### config.mk
export PLATFORM = sky130hd
export DESIGN_NAME = clock_divider
export DESIGN_NICKNAME = d
export VERILOG_FILES = /design/src/rtl/clock_divider_pkg.sv /design/src/rtl/clock_divider_phase_counter.sv /design/src/rtl/clock_divider.sv
export SDC_FILE = /design/constraint.sdc
export NUM_CORES = 1
export LEC_CHECK = 0
export CAP_MARGIN = 20
export CORE_ASPECT_RATIO = 1.5
export CORE_UTILIZATION = 45
export DETAILED_ROUTE_END_ITERATION = 6
export PLACE_DENSITY = 0.72
export SLEW_MARGIN = 20
export SYNTH_ARGS = -nofsm -noshare
export SYNTH_HDL_FRONTEND = slang
export SYNTH_SLANG_ARGS = --single-unit
### constraint.sdc
create_clock -name clk_i -period 3.67 [get_ports clk_i]
set_input_delay 0.367 -clock clk_i [delete_from_list [all_inputs] [get_ports clk_i]]
set_output_delay 0.367 -clock clk_i [all_outputs]
set_load 0.01 [all_outputs]
### src/rtl/clock_divider_pkg.sv
// clock_divider_pkg: shared ratio type, minimum ratio and half-period helper
package clock_divider_pkg;

    typedef logic [7:0] ratio_t;

    localparam int RATIO_MIN = 2;

    function automatic ratio_t half(input ratio_t n);
        return n >> 1;
    endfunction

endpackage

### src/rtl/clock_divider_phase_counter.sv
// clock_divider_phase_counter: phase register counting 0..N-1, flags the period boundary
module clock_divider_phase_counter
    import clock_divider_pkg::*;
#(
    parameter ratio_t RST_PHASE = 8'd1
) (
    input  logic   clk_i,
    input  logic   rst_i,
    input  ratio_t n_cur_i,
    output logic   wrap_o,
    output ratio_t phase_next_o
);

    ratio_t r_phase;

    assign wrap_o       = (r_phase == n_cur_i - 8'd1);
    assign phase_next_o = wrap_o ? '0 : r_phase + 8'd1;

    // Reset parks the phase on the last slot so the first edge is a boundary
    always_ff @(posedge clk_i or negedge rst_i) begin
        if (!rst_i) r_phase <= RST_PHASE;
        else        r_phase <= phase_next_o;
    end

endmodule

### src/rtl/clock_divider.sv
// clock_divider: two-ratio integer clock divider with boundary-aligned ratio switching
// Optional tick_o pulse at each period start when CLOCK_DIVIDER_TICK_EN is defined
module clock_divider
    import clock_divider_pkg::*;
#(
    parameter int DIV_A = 2,
    parameter int DIV_B = 4
) (
    input  logic       clk_i,
    input  logic       rst_i,
    input  logic       selector_i,
    output logic       clk_o,
    output logic [7:0] res_o,
    output logic       pending_o
`ifdef CLOCK_DIVIDER_TICK_EN
    ,
    output logic       tick_o
`endif
);

    localparam ratio_t RA = ratio_t'(DIV_A);
    localparam ratio_t RB = ratio_t'(DIV_B);

    generate
        if (DIV_A < RATIO_MIN || DIV_B < RATIO_MIN || DIV_A > 255 || DIV_B > 255) begin : g_bad_ratio
            $error("clock_divider: DIV_A and DIV_B must lie in 2..255");
        end
    endgenerate

    logic   r_sel_q;
    ratio_t r_n_cur;
    logic   r_clk;
    ratio_t r_res;
    logic   w_wrap;
    ratio_t w_phase_next;
    ratio_t w_n_sel;
    ratio_t w_n_next;

    // The ratio only changes at a boundary, using the selector sampled in that cycle
    assign w_n_sel  = r_sel_q ? RB : RA;
    assign w_n_next = w_wrap ? w_n_sel : r_n_cur;

    clock_divider_phase_counter #(
        .RST_PHASE(RA - 8'd1)
    ) u_phase_counter (
        .clk_i       (clk_i),
        .rst_i       (rst_i),
        .n_cur_i     (r_n_cur),
        .wrap_o      (w_wrap),
        .phase_next_o(w_phase_next)
    );

    // Selector sampling, active ratio, divided clock and period count
    always_ff @(posedge clk_i or negedge rst_i) begin
        if (!rst_i) begin
            r_sel_q <= 1'b0;
            r_n_cur <= RA;
            r_clk   <= 1'b0;
            r_res   <= '0;
        end else begin
            r_sel_q <= selector_i;
            r_n_cur <= w_n_next;
            r_clk   <= (w_phase_next < half(w_n_next));
            if (w_wrap) r_res <= r_res + 8'd1;
        end
    end

    assign clk_o     = r_clk;
    assign res_o     = r_res;
    assign pending_o = (w_n_sel != r_n_cur);

`ifdef CLOCK_DIVIDER_TICK_EN
    logic r_tick;

    // A boundary edge loads phase 0, so the tick is simply the registered boundary flag
    always_ff @(posedge clk_i or negedge rst_i) begin
        if (!rst_i) r_tick <= 1'b0;
        else        r_tick <= w_wrap;
    end

    assign tick_o = r_tick;
`endif

endmodule

==> results.tsv <==
stage	metric	value	unit
status	status	finished, final reports clean	
routing	DR DRC count	0	
logic_synthesis	top-area cell type share of the netlist area	0.414	
floorplanning	Top-Level Pins	13	
cells_and_area	number of diodes	0	
cells_and_area	Final nets	165	
cts	CTS clock-pin slew for the worst setup and hold paths	90	ps
sta	Hold Fails Final Rpt	0	
logic_synthesis	Netlist cell types	36	
cts	post-CTS setup buffers	0	
routing	TritonRoute pass-1 iters	4	
global_routing	number of global-route vias before repair	1038	
power_and_ir_drop	Lkg Pwr	0.000729	uW
flow_run	Max-cap violations	0	
critical_path	Crit path arrival time	3540	ps
routing	DR WL/cell	15.1	um
sta	Fin Hold WS	68.1	ps
cts	Worst-Skew Late Latency	270	ps
cells_and_area	Area Overhead vs Synth	15.2	%
critical_path	Setup CP Type	reg -> reg	
sta	maximum clock frequency	297	MHz
sta	Slew headroom	0.637	
cts	CTS sink count	25	
global_routing	grt ovf	0	
logic_synthesis	share of flip-flops with an asynchronous set or reset	1.00	
logic_synthesis	Synth Flop Type	dfrtp_1	
logic_synthesis	Syn Std Cell Area	1390	um2
sta	Period minus WS final	3370	ps
global_routing	initial antenna violation count	0	
sta	setup violators final	0	
routing	total vias in the final route	1033	
logic_synthesis	number of synthesized flops with an enable pin	0	
cts	H-tree Lvls	1	
logic_synthesis	top post-synthesis cells by area	dfrtp_1 (41%), xnor2_1 (8.8%), ha_1 (8.1%)	
cts	Root Buffer	clkbuf_8	
global_routing	first-pass GRT wire length	4760	um
sta	final worst-path cycle share	0.917	
logic_synthesis	Synth Register Bits	25	
hold_path	HP Class	in -> async	
cts	PostCTS Resize Cnt	0	
routing	DRT Wirelength	2880	um
placed_design	DP HPWL	2160	um
cts	Hold-fix buffers, CTS	0	
cts	clock tree buffer depth	2	
sta	Max Slew Vio Count	0	
global_routing	gr usage total	0.201	
logic_synthesis	area leader, netlist	dfrtp_1	
floorplanning	Core ar.	2910	um2
sta	Worst Tran Pin Value	545	ps
floorplanning	Horiz. Die Dim	47.4	um
routing	1st-iter DRT viols	32	
placed_design	GP Congestion	0.791	
logic_synthesis	most instantiated cells after synthesis	dfrtp_1 (23), xnor2_1 (14), nor2_1 (10)	
floorplanning	Initial Util	0.477	
floorplanning	Die Area	3320	um2
cells_and_area	share of cells above drive strength 1	0.0987	
cells_and_area	Fillers	264	
critical_path	critical path endpoint category	flip-flop	
global_routing	largest net degree at the start of global routing	25	
cts	total CTS buffers	3	
routing	drt via density	5.41	
sta	TNS Setup	0	ps
sta	unrepaired setup endpoints after global routing	no	
power_and_ir_drop	pwr/cell area	283	nW/um2
sta	Layout Skew	2.80	ps
cts	TritonCTS clock tree	yes	
critical_path	crit path max fanout	15	
critical_path	WP data required	3840	ps
logic_synthesis	Syn Area/Cell	10.2	um2
logic_synthesis	top-count cell post-synth	dfrtp_1	
critical_path	CP Launch Type	flip-flop	
logic_synthesis	Mapped Cells	136	
logic_synthesis	number of synthesis warnings	0	
power_and_ir_drop	VDD IR max	0.139	mV
routing	Antenna Nets Post-Route	0	
floorplanning	die extent in y	70.1	um
logic_synthesis	post-synthesis sequential area ratio	0.452	
logic_synthesis	Synthesized Nets	148	
placed_design	PortBufs	12	
critical_path	R2R Setup Slk	300	ps
floorplanning	row cnt	24	
[worst paths after layout]
| check | end | cells after the start | start |
|---|---|---|---|
| max | clk_o$_DFF_PN0_ | 13 | r_n_cur[1]$_DFF_PN1_ |
| min | u_phase_counter.r_phase[7]$_DFF_PN0_ | 1 | rst_i |
| max reg2reg | clk_o$_DFF_PN0_ | 13 | r_n_cur[1]$_DFF_PN1_ |
| min reg2reg | res_o[7]$_DFFE_PN0P_ | 1 | res_o[7]$_DFFE_PN0P_ |
| max in group asynchronous | u_phase_counter.r_phase[0]$_DFF_PN1_ | 2 | rst_i |
| min in group clk_i | res_o[7]$_DFFE_PN0P_ | 1 | res_o[7]$_DFFE_PN0P_ |
[layer usage]
metal,vias to the layer above,track usage,wire length [um]
met5,-,0,0
met4,0,0.0794,31
met3,4,0.0233,82
met2,23,0.346,1600
met1,510,0.239,1170
li1,496,-,-
[sequential cells by signal (all words and copies together) (netlist names)]
name	cells
res_o	8
u_phase_counter.r_phase	8
r_n_cur	7
clk_o	1
r_sel_q	1
[power by group]
group	internal (uW)	switching (uW)	total (uW)	leakage, uW
clock	77.0	92.6	170	0.0000217
sequential	276	0.826	277	0.000330
combinational	2.00	5.64	7.64	0.000378
[cell families (layout without fill, tap and decap cells)]
kind of cell	Yosys count	in the layout	synth area share
xor+xnor	21	21	0.132
fa+ha+maj	9	9	0.0810
simple gates	50	50	0.194
buf+inv	12	28	0.0414
compound gates	17	17	0.0837
flops	25	25	0.452
mux	2	2	0.0153
[through the flow]
stage / cell area [um2] / util / std cells / setup slack, ps / power (uW)
after floorplan: 1390 / - / 136 / 657 / 282
after global placement: 1560 / 0.535 / 187 / 472 / 290
after detailed placement: 1560 / 0.535 / 187 / 373 / 291
after CTS: 1610 / 0.552 / 191 / 341 / 460
after global routing: 1600 / 0.550 / 191 / 86.0 / 475
final: 1600 / 0.550 / 191 / 303 / 454
[area by class of cell]
type                            count  area, um2  share of cell area
Tap cell                           39       48.8              0.0305
Sequential cell                    25        628               0.392
Clock buffer                        3       41.3              0.0258
Clock inverter                      1       7.51             0.00469
Inverter                            9       33.8              0.0211
Multi-Input combinational cell     99        704               0.440
Timing Repair Buffer               15        138              0.0859
[cell usage in the layout, fill, tap and decap left out, drive strengths merged, types with 2 or more instances in the layout]
| cell type | count |
|---|---|
| dfrtp | 23 |
| clkdlybuf4s50 | 11 |
| a31oi | 2 |
| nand2 | 7 |
| nor2b | 8 |
| clkbuf | 3 |
| o21ai | 4 |
| or3 | 3 |
| nand4 | 3 |
| xnor2 | 14 |
| nand3 | 6 |
| buf | 4 |
| ha | 9 |
| nor2 | 10 |
| and3 | 4 |
| dfstp | 2 |
| xor2 | 7 |
| inv | 9 |
| a21oi | 4 |
| a21o | 2 |
[worst max-delay path: stages, from the launching register on]
cell	delay, ps
dfstp_2	610
inv_1	70
ha_1	250
nor2b_1	150
or3_1	350
a31oi_1	310
and3_1	280
buf_4	220
nor2_1	90
ha_1	290
a21o_1	130
a21oi_1	50
o221a_2	230
a31o_2	210
Note: power is estimated with default switching activity, not from simulation.
